### src/rtl/vehicle_detect.sv
// rtl/vehicle_detect.sv - side-road vehicle request front end: sync, debounce, hold, count, stuck flag
`timescale 1ns/1ps
module vehicle_detect #(
    parameter int DEBOUNCE_CYCLES = 4,
    parameter int HOLD_CYCLES     = 8,
    parameter int STUCK_CYCLES    = 1000,
    parameter int CNT_W           = 8
) (
    input  logic             clock,
    input  logic             clear,
    input  logic             sensor_raw,
    input  logic             enable,
    output logic             X,
    output logic [CNT_W-1:0] veh_count,
    output logic             fault
);
    localparam int DW = $clog2(DEBOUNCE_CYCLES + 1);
    localparam int HW = (HOLD_CYCLES > 0) ? $clog2(HOLD_CYCLES + 1) : 1;
    localparam int SW = $clog2(STUCK_CYCLES + 1);

    localparam logic [DW-1:0] D_ONE  = DW'(1);
    localparam logic [DW-1:0] D_LAST = DW'(DEBOUNCE_CYCLES - 1);
    localparam logic [HW-1:0] H_LAST = HW'((HOLD_CYCLES > 0) ? HOLD_CYCLES - 1 : 0);
    localparam logic [SW-1:0] S_MAX  = SW'(STUCK_CYCLES);

    typedef enum logic [2:0] {IDLE, ARRIVE, PRESENT, DEPART, HOLD} state_t;

    state_t          state, state_nx;
    logic            s1, s2;
    logic [DW-1:0]   dcnt, dcnt_nx;
    logic [HW-1:0]   hcnt, hcnt_nx;
    logic [SW-1:0]   scnt, scnt_nx;
    logic            x_req, x_req_nx;
    logic            cnt_inc;

    always_ff @(posedge clock) begin
        if (clear) begin
            s1        <= 1'b0;
            s2        <= 1'b0;
            state     <= IDLE;
            dcnt      <= '0;
            hcnt      <= '0;
            scnt      <= '0;
            x_req     <= 1'b0;
            X         <= 1'b0;
            veh_count <= '0;
            fault     <= 1'b0;
        end else begin
            s1    <= sensor_raw;
            s2    <= s1;
            state <= state_nx;
            dcnt  <= dcnt_nx;
            hcnt  <= hcnt_nx;
            scnt  <= scnt_nx;
            x_req <= x_req_nx;
            // x_req follows the detection rules; enable only gates what leaves the block
            X     <= enable & x_req_nx;
            if (cnt_inc && veh_count != {CNT_W{1'b1}})
                veh_count <= veh_count + 1'b1;
            if (scnt_nx == S_MAX)
                fault <= 1'b1;
        end
    end

    always_comb begin
        state_nx = state;
        dcnt_nx  = dcnt;
        hcnt_nx  = hcnt;
        scnt_nx  = scnt;
        x_req_nx = x_req;
        cnt_inc  = 1'b0;
        case (state)
            IDLE: begin
                if (s2) begin
                    state_nx = ARRIVE;
                    dcnt_nx  = D_ONE;
                end
            end
            ARRIVE: begin
                if (!s2) begin
                    state_nx = IDLE;
                    x_req_nx = 1'b0;
                end else if (dcnt == D_LAST) begin
                    state_nx = PRESENT;
                    x_req_nx = 1'b1;
                    cnt_inc  = 1'b1;
                    scnt_nx  = '0;
                end else begin
                    dcnt_nx = dcnt + 1'b1;
                end
            end
            PRESENT: begin
                if (!s2) begin
                    state_nx = DEPART;
                    dcnt_nx  = D_ONE;
                    x_req_nx = 1'b1;
                end else if (scnt != S_MAX) begin
                    scnt_nx = scnt + 1'b1;
                end
            end
            DEPART: begin
                if (s2) begin
                    state_nx = PRESENT;
                    x_req_nx = 1'b1;
                end else if (dcnt == D_LAST) begin
                    if (HOLD_CYCLES == 0) begin
                        state_nx = IDLE;
                        x_req_nx = 1'b0;
                    end else begin
                        state_nx = HOLD;
                        hcnt_nx  = '0;
                        x_req_nx = 1'b1;
                    end
                end else begin
                    dcnt_nx = dcnt + 1'b1;
                end
            end
            HOLD: begin
                // a new arrival during hold keeps X up while it is being confirmed
                if (s2) begin
                    state_nx = ARRIVE;
                    dcnt_nx  = D_ONE;
                end else if (hcnt == H_LAST) begin
                    state_nx = IDLE;
                    x_req_nx = 1'b0;
                end else begin
                    hcnt_nx = hcnt + 1'b1;
                end
            end
            default: begin
                state_nx = IDLE;
                x_req_nx = 1'b0;
            end
        endcase
    end
endmodule

### config.mk
export PLATFORM = sky130hd
export DESIGN_NAME = vehicle_detect
export DESIGN_NICKNAME = d
export VERILOG_FILES = /design/src/rtl/vehicle_detect.sv
export SDC_FILE = /design/constraint.sdc
export NUM_CORES = 1
export LEC_CHECK = 0
export CAP_MARGIN = 25
export CORE_ASPECT_RATIO = 1.2
export CORE_UTILIZATION = 45
export CTS_CLUSTER_SIZE = 16
export DETAILED_ROUTE_END_ITERATION = 10
export HOLD_SLACK_MARGIN = 0.03
export PLACE_DENSITY = 0.65
export REMOVE_ABC_BUFFERS = 1
export SLEW_MARGIN = 15
export SYNTH_ARGS = -nofsm -noshare
export SYNTH_HDL_FRONTEND = slang
export SYNTH_SLANG_ARGS = --single-unit
### constraint.sdc
create_clock -name clock -period 4.5 [get_ports clock]
set_input_delay 0.675 -clock clock [delete_from_list [all_inputs] [get_ports clock]]
set_output_delay 0.675 -clock clock [all_outputs]
set_load 0.005 [all_outputs]
# Yosys cells after proc, flatten, opt, wreduce, memory -nomap -nowiden
# Cells that the tools add are included.
# word_totals
regBits	33
out_inout_bits	10
word_cells	77
# classes
addsub	4
eq_ne	20
muxes	34
bitwise_logic	1
reduce_logical	8
# ops
operator	count
$mux 10	4
$mux 3	12
$pmux 10 s2	1
$mux 4	4
$pmux 3 s5	1
$reduce_and 5->1	3
$ne 2x2->1 const B	7
$pmux 3 s4	1
$add 10x1->10 const B	1
$eq 10x10->1 const B	1
$ne 10x10->1 const B	1
$eq 3x2->1 const B	3
$mux 1	9
$ne 3x3->1 const B	3
$add 8x1->8 const B	1
$ne 8x8->1 const B	1
$pmux 4 s2	1
$pmux 1 s5	1
$add 4x1->4 const B	1
$eq 4x3->1 const B	1
$reduce_bool 4->1	1
$add 3x1->3 const B	1
$eq 3x1->1 const B	1
$eq 3x3->1 const B	1
6 further kinds	6

# Logic depth before layout (Yosys ltp)
# depth
depth_word	5
mapped_depth	8
mapped_depth_nobuf	7

# Worst setup path before layout
# Ideal clock, no wire load.
# synth_timing
path_kind	flip-flop to flip-flop
from	register dcnt[0]
to	register veh_count[5]
setup_time_ns	0.071
t_arrival_ns	1.947
required_time_ns	4.429
slack_ns	2.482
stages_incl_launch_ff	9
synth_period_minus_slack_ns	2.018
path_cell_list	dfxtp_1 ha_1 ha_1 nand4b_1 or2_2 clkbuf_1 nor4_2 nand4b_1 a21oi_1
# synth_between
elab_chain_cells	5
# synth_lines
element	line_no	source
start: declaration	30	logic [DW-1:0] dcnt, dcnt_nx;
start signal: assignment	52	dcnt <= dcnt_nx;
$eq 3x2->1	83	end else if (dcnt == D_LAST) begin
$mux 1	83	
$mux 1	80	if (!s2) begin
$mux 1	72	case (state)
$logic_and 1x1->1	58	if (cnt_inc && veh_count != {CNT_W{1'b1}})
end signal: assignment	59	veh_count <= veh_count + 1'b1;
end: declaration	14	output logic [CNT_W-1:0] veh_count,
# No other way between the ends.
# A chain may end at the register's enable or synchronous reset.

# Worst setup path after layout
# layout_timing
from	register s2
to	register veh_count[5]
# layout_between
elab_chain_cells	3
# layout_lines
element	line_no	source
start: declaration	29	logic s1, s2;
start signal: assignment	39	s2 <= 1'b0;
start signal: assignment	50	s2 <= s1;
$mux 1	80	
$mux 1	72	
$logic_and 1x1->1	58	
# No other way between the ends.

==> flow_metrics.py <==
metrics = {
    "outcome": {
        "status": "completed",
    },
    "pwr": {
        "power_switching_uw": 164,
        "ir_drop_v": 0.000175,
        "power_density_nw_per_um2": 288,
        "seqPwrFrac_pct": 52.6,
        "pwr-share-clk_pct": 36.2,
        "internal_power_uw": 442,
        "sw_frac_of_total_pct": 27.0,
        "power.leakage_nw": 0.693,
        "combPwrFrac_pct": 11.2,
    },
    "critical_path": {
        "r2r_cells": 5,
        "cp_slowest_stage_delay_ps": 760,
        "worstReg2RegStart": "s2$_SDFF_PP0_",
        "critPathRequiredTime_ps": 4720,
        "r2r_setup_slack_ps": 2120,
        "r2r-end": "veh_count[5]$_SDFFE_PP0P_",
        "end_kind": "flop",
        "crit_path_cell_trace": "nand4b_1 > or2_2 > nor4_2 > nand4b_1 > a21oi_1",
        "startpoint_type": "flop",
        "crit_fanout": 23,
        "path_class": "reg -> reg",
        "cpMaxStageDelayCell": "dfxtp_1",
        "crit_arrival_ps": 2600,
        "cp_common_cell": "nand4b_1",
    },
    "clocking": {
        "clk_latency_ps": 290,
        "cts_hold_buf": 0,
        "clk_path_buf_depth": 2,
        "htree_num_levels": 2,
        "root_buffer": "clkbuf_8",
        "cts.sinks": 33,
        "cts_tree": "done",
        "post_cts_buffers": 0,
        "path_clk_slew_ps": 70,
        "numCtsBuffers": 5,
        "cts_resized": 0,
    },
    "die": {
        "die_y_um": 72.0,
        "fp.dieArea_um2": 4340,
        "start_util_pct": 47.0,
        "io-pin-count": 14,
        "dieWidth_um": 60.3,
        "coreArea_um2": 3910,
        "fp-row-count": 25,
    },
    "global_route": {
        "grt_first_pass_wirelength_um": 6220,
        "antenna_found_initial": 0,
        "grt_overflow": 0,
        "grt.total_usage_pct": 19.0,
        "first_global_vias": 1424,
        "grt_max_degree": 30,
    },
    "logic_synthesis": {
        "netlist_instances": 222,
        "avgSynthCellArea_um2": 8.27,
        "synthFlopType": "dfxtp_1",
        "synth_cell_type_count": 50,
        "yosysWarningCount": 0,
        "ys_seq_area_share_pct": 36.0,
        "synth-seq-cells": 33,
        "synth_area_um2": 1840,
        "synth_edf_count": 0,
        "synthArstFlopShare_pct": 0,
    },
    "cells_and_area": {
        "syn2layout_area_growth_pct": 14.3,
        "drive_above_1_share_pct": 7.76,
        "fillers": 371,
        "num_antenna_cells": 0,
        "final_util_pct": 53.7,
        "final_common_cell": "dfxtp_1",
        "layout_common_cells": "dfxtp_1, nor2_1, clkdlybuf4s50_1, a21oi_1, nand3_1",
        "fin_nets": 241,
    },
    "timing": {
        "finalHoldViolCount": 0,
        "max_clock_freq_ghz": 0.420,
        "setup_viol": 0,
        "finalCritPeriodShare_pct": 53.0,
        "tns_ps": 0,
        "slew_violations": 0,
        "rsz0062_at_grt": "false",
        "hold_slack_ps": 458,
        "skew_ps": 7.79,
        "relSlewSlack_pct": 53.2,
        "tightest_slew_ps": 700,
        "min_period_ps": 2380,
    },
    "route": {
        "routed_wl_um": 3670,
        "routedWlPerCell_um": 12.8,
        "detail-route-antenna-nets": 0,
        "drt_pass1_iterations": 4,
        "post_drt_via_cell_ratio": 5.54,
        "first_iter_violations": 58,
        "drcViolationCount": 0,
        "vias": 1584,
    },
    "min_path": {
        "min_to": "s2$_SDFF_PP0_",
        "hp-start": "s1$_SDFF_PP0_",
        "min_delay_path_depth": 1,
        "hold_path.class": "reg -> reg",
    },
    "place": {
        "numPortBuffers": 13,
        "gp_congestion": 0.810,
        "dp_hpwl_um": 2550,
    },
    "run": {
        "maxCapViolCount": 0,
    },
}
-- final cells by class --
type / instances / area, µm² / area share, %
clock buffer: 5 / 68.8 / 3.28
clock inverter: 3 / 17.5 / 0.834
timing repair buffer: 14 / 158 / 7.51
multi-input combinational: 169 / 1100 / 52.3
sequential: 33 / 661 / 31.5
inverter: 8 / 30.0 / 1.43
tap: 54 / 67.6 / 3.22
-- how the worst max path moves through the flow --
stage / from / to / cells past startpoint / slack, ps
after global routing: s2$_SDFF_PP0_ / veh_count[5]$_SDFFE_PP0P_ / 5 / 1890
after floorplan: state[1]$_SDFFE_PP0P_ / fault$_SDFFE_PP0N_ / 5 / 2400
after detailed placement: clear / fault$_SDFFE_PP0N_ / 4 / 1910
final: s2$_SDFF_PP0_ / veh_count[5]$_SDFFE_PP0P_ / 5 / 2120
after CTS: s2$_SDFF_PP0_ / veh_count[5]$_SDFFE_PP0P_ / 5 / 2130
after global placement: clear / fault$_SDFFE_PP0N_ / 4 / 1910
-- through the flow --
step	area, µm²	instances	worst slack, ps	total power, mW
after floorplan	1790	210	2400	0.369
after global placement	1990	277	1910	0.389
after detailed placement	1990	277	1910	0.390
after CTS	2070	285	2130	0.614
after global routing	2100	286	1890	0.640
final	2100	286	2120	0.606
-- registers in the layout (all words and copies together), names as in the netlist --
| register | count |
|---|---|
| X | 1 |
| dcnt | 3 |
| fault | 1 |
| hcnt | 4 |
| s1 | 1 |
| s2 | 1 |
| scnt | 10 |
| state | 3 |
| veh_count | 8 |
| x_req | 1 |
-- critical path: cells and delay by family, from the launching register on --
family,cells,cell delay [ps]
and+or+nand+nor,4,1390
DFF,1,760
AOI/OAI and AO/OA,1,170
-- cell families (layout without fill, tap and decap cells) --
group / count (synthesis) / in the layout / synth area share (%)
AND/OR/NAND/NOR: 104 / 104 / 31.5
AO/OA/AOI/OAI: 43 / 43 / 15.9
flip-flops: 33 / 33 / 36.0
buffers and inverters: 20 / 30 / 4.29
XOR/XNOR: 10 / 10 / 4.77
adder cells (fa/ha/maj): 6 / 6 / 4.09
multiplexers: 6 / 6 / 3.41
-- power by group through the flow --
stage	Combinational, mW	Clock [mW]	Sequential (mW)
2_1_floorplan	0.0488	0	0.321
3_3_place_gp	0.0642	0	0.325
3_5_place_dp	0.0655	0	0.325
4_1_cts	0.0657	0.230	0.318
5_1_grt	0.0756	0.243	0.321
6_report	0.0680	0.219	0.318
-- synth_stat cells, types with 3 or more instances --
library cell	instances	share of area (%)
inv_1	8	1.6
nor3_1	7	1.9
a211oi_1	3	1.2
nand4b_1	6	2.9
nand4_1	7	2.4
ha_1	6	4.1
and2_1	3	1.0
nand3_1	9	2.5
mux2i_1	4	2.2
a21oi_1	12	3.3
and3_1	3	1.0
buf_2	3	0.82
nor2b_1	7	2.4
nand2_1	8	1.6
or2_2	3	1.0
clkbuf_1	8	1.6
nor2_1	32	6.5
o21ai_0	8	2.2
xnor2_1	8	3.8
dfxtp_1	33	36
nand2b_1	5	1.7
-- layer usage --
metal / track usage (%) / share of wire [%] / up-vias
met5: 0 / 0 / -
met4: 6.98 / 1.5 / 0
met1: 23.5 / 47 / 730
met2: 30.5 / 47 / 30
met3: 5.88 / 3.9 / 5
li1: - / - / 819
Note: power is estimated with default switching activity, not from simulation.
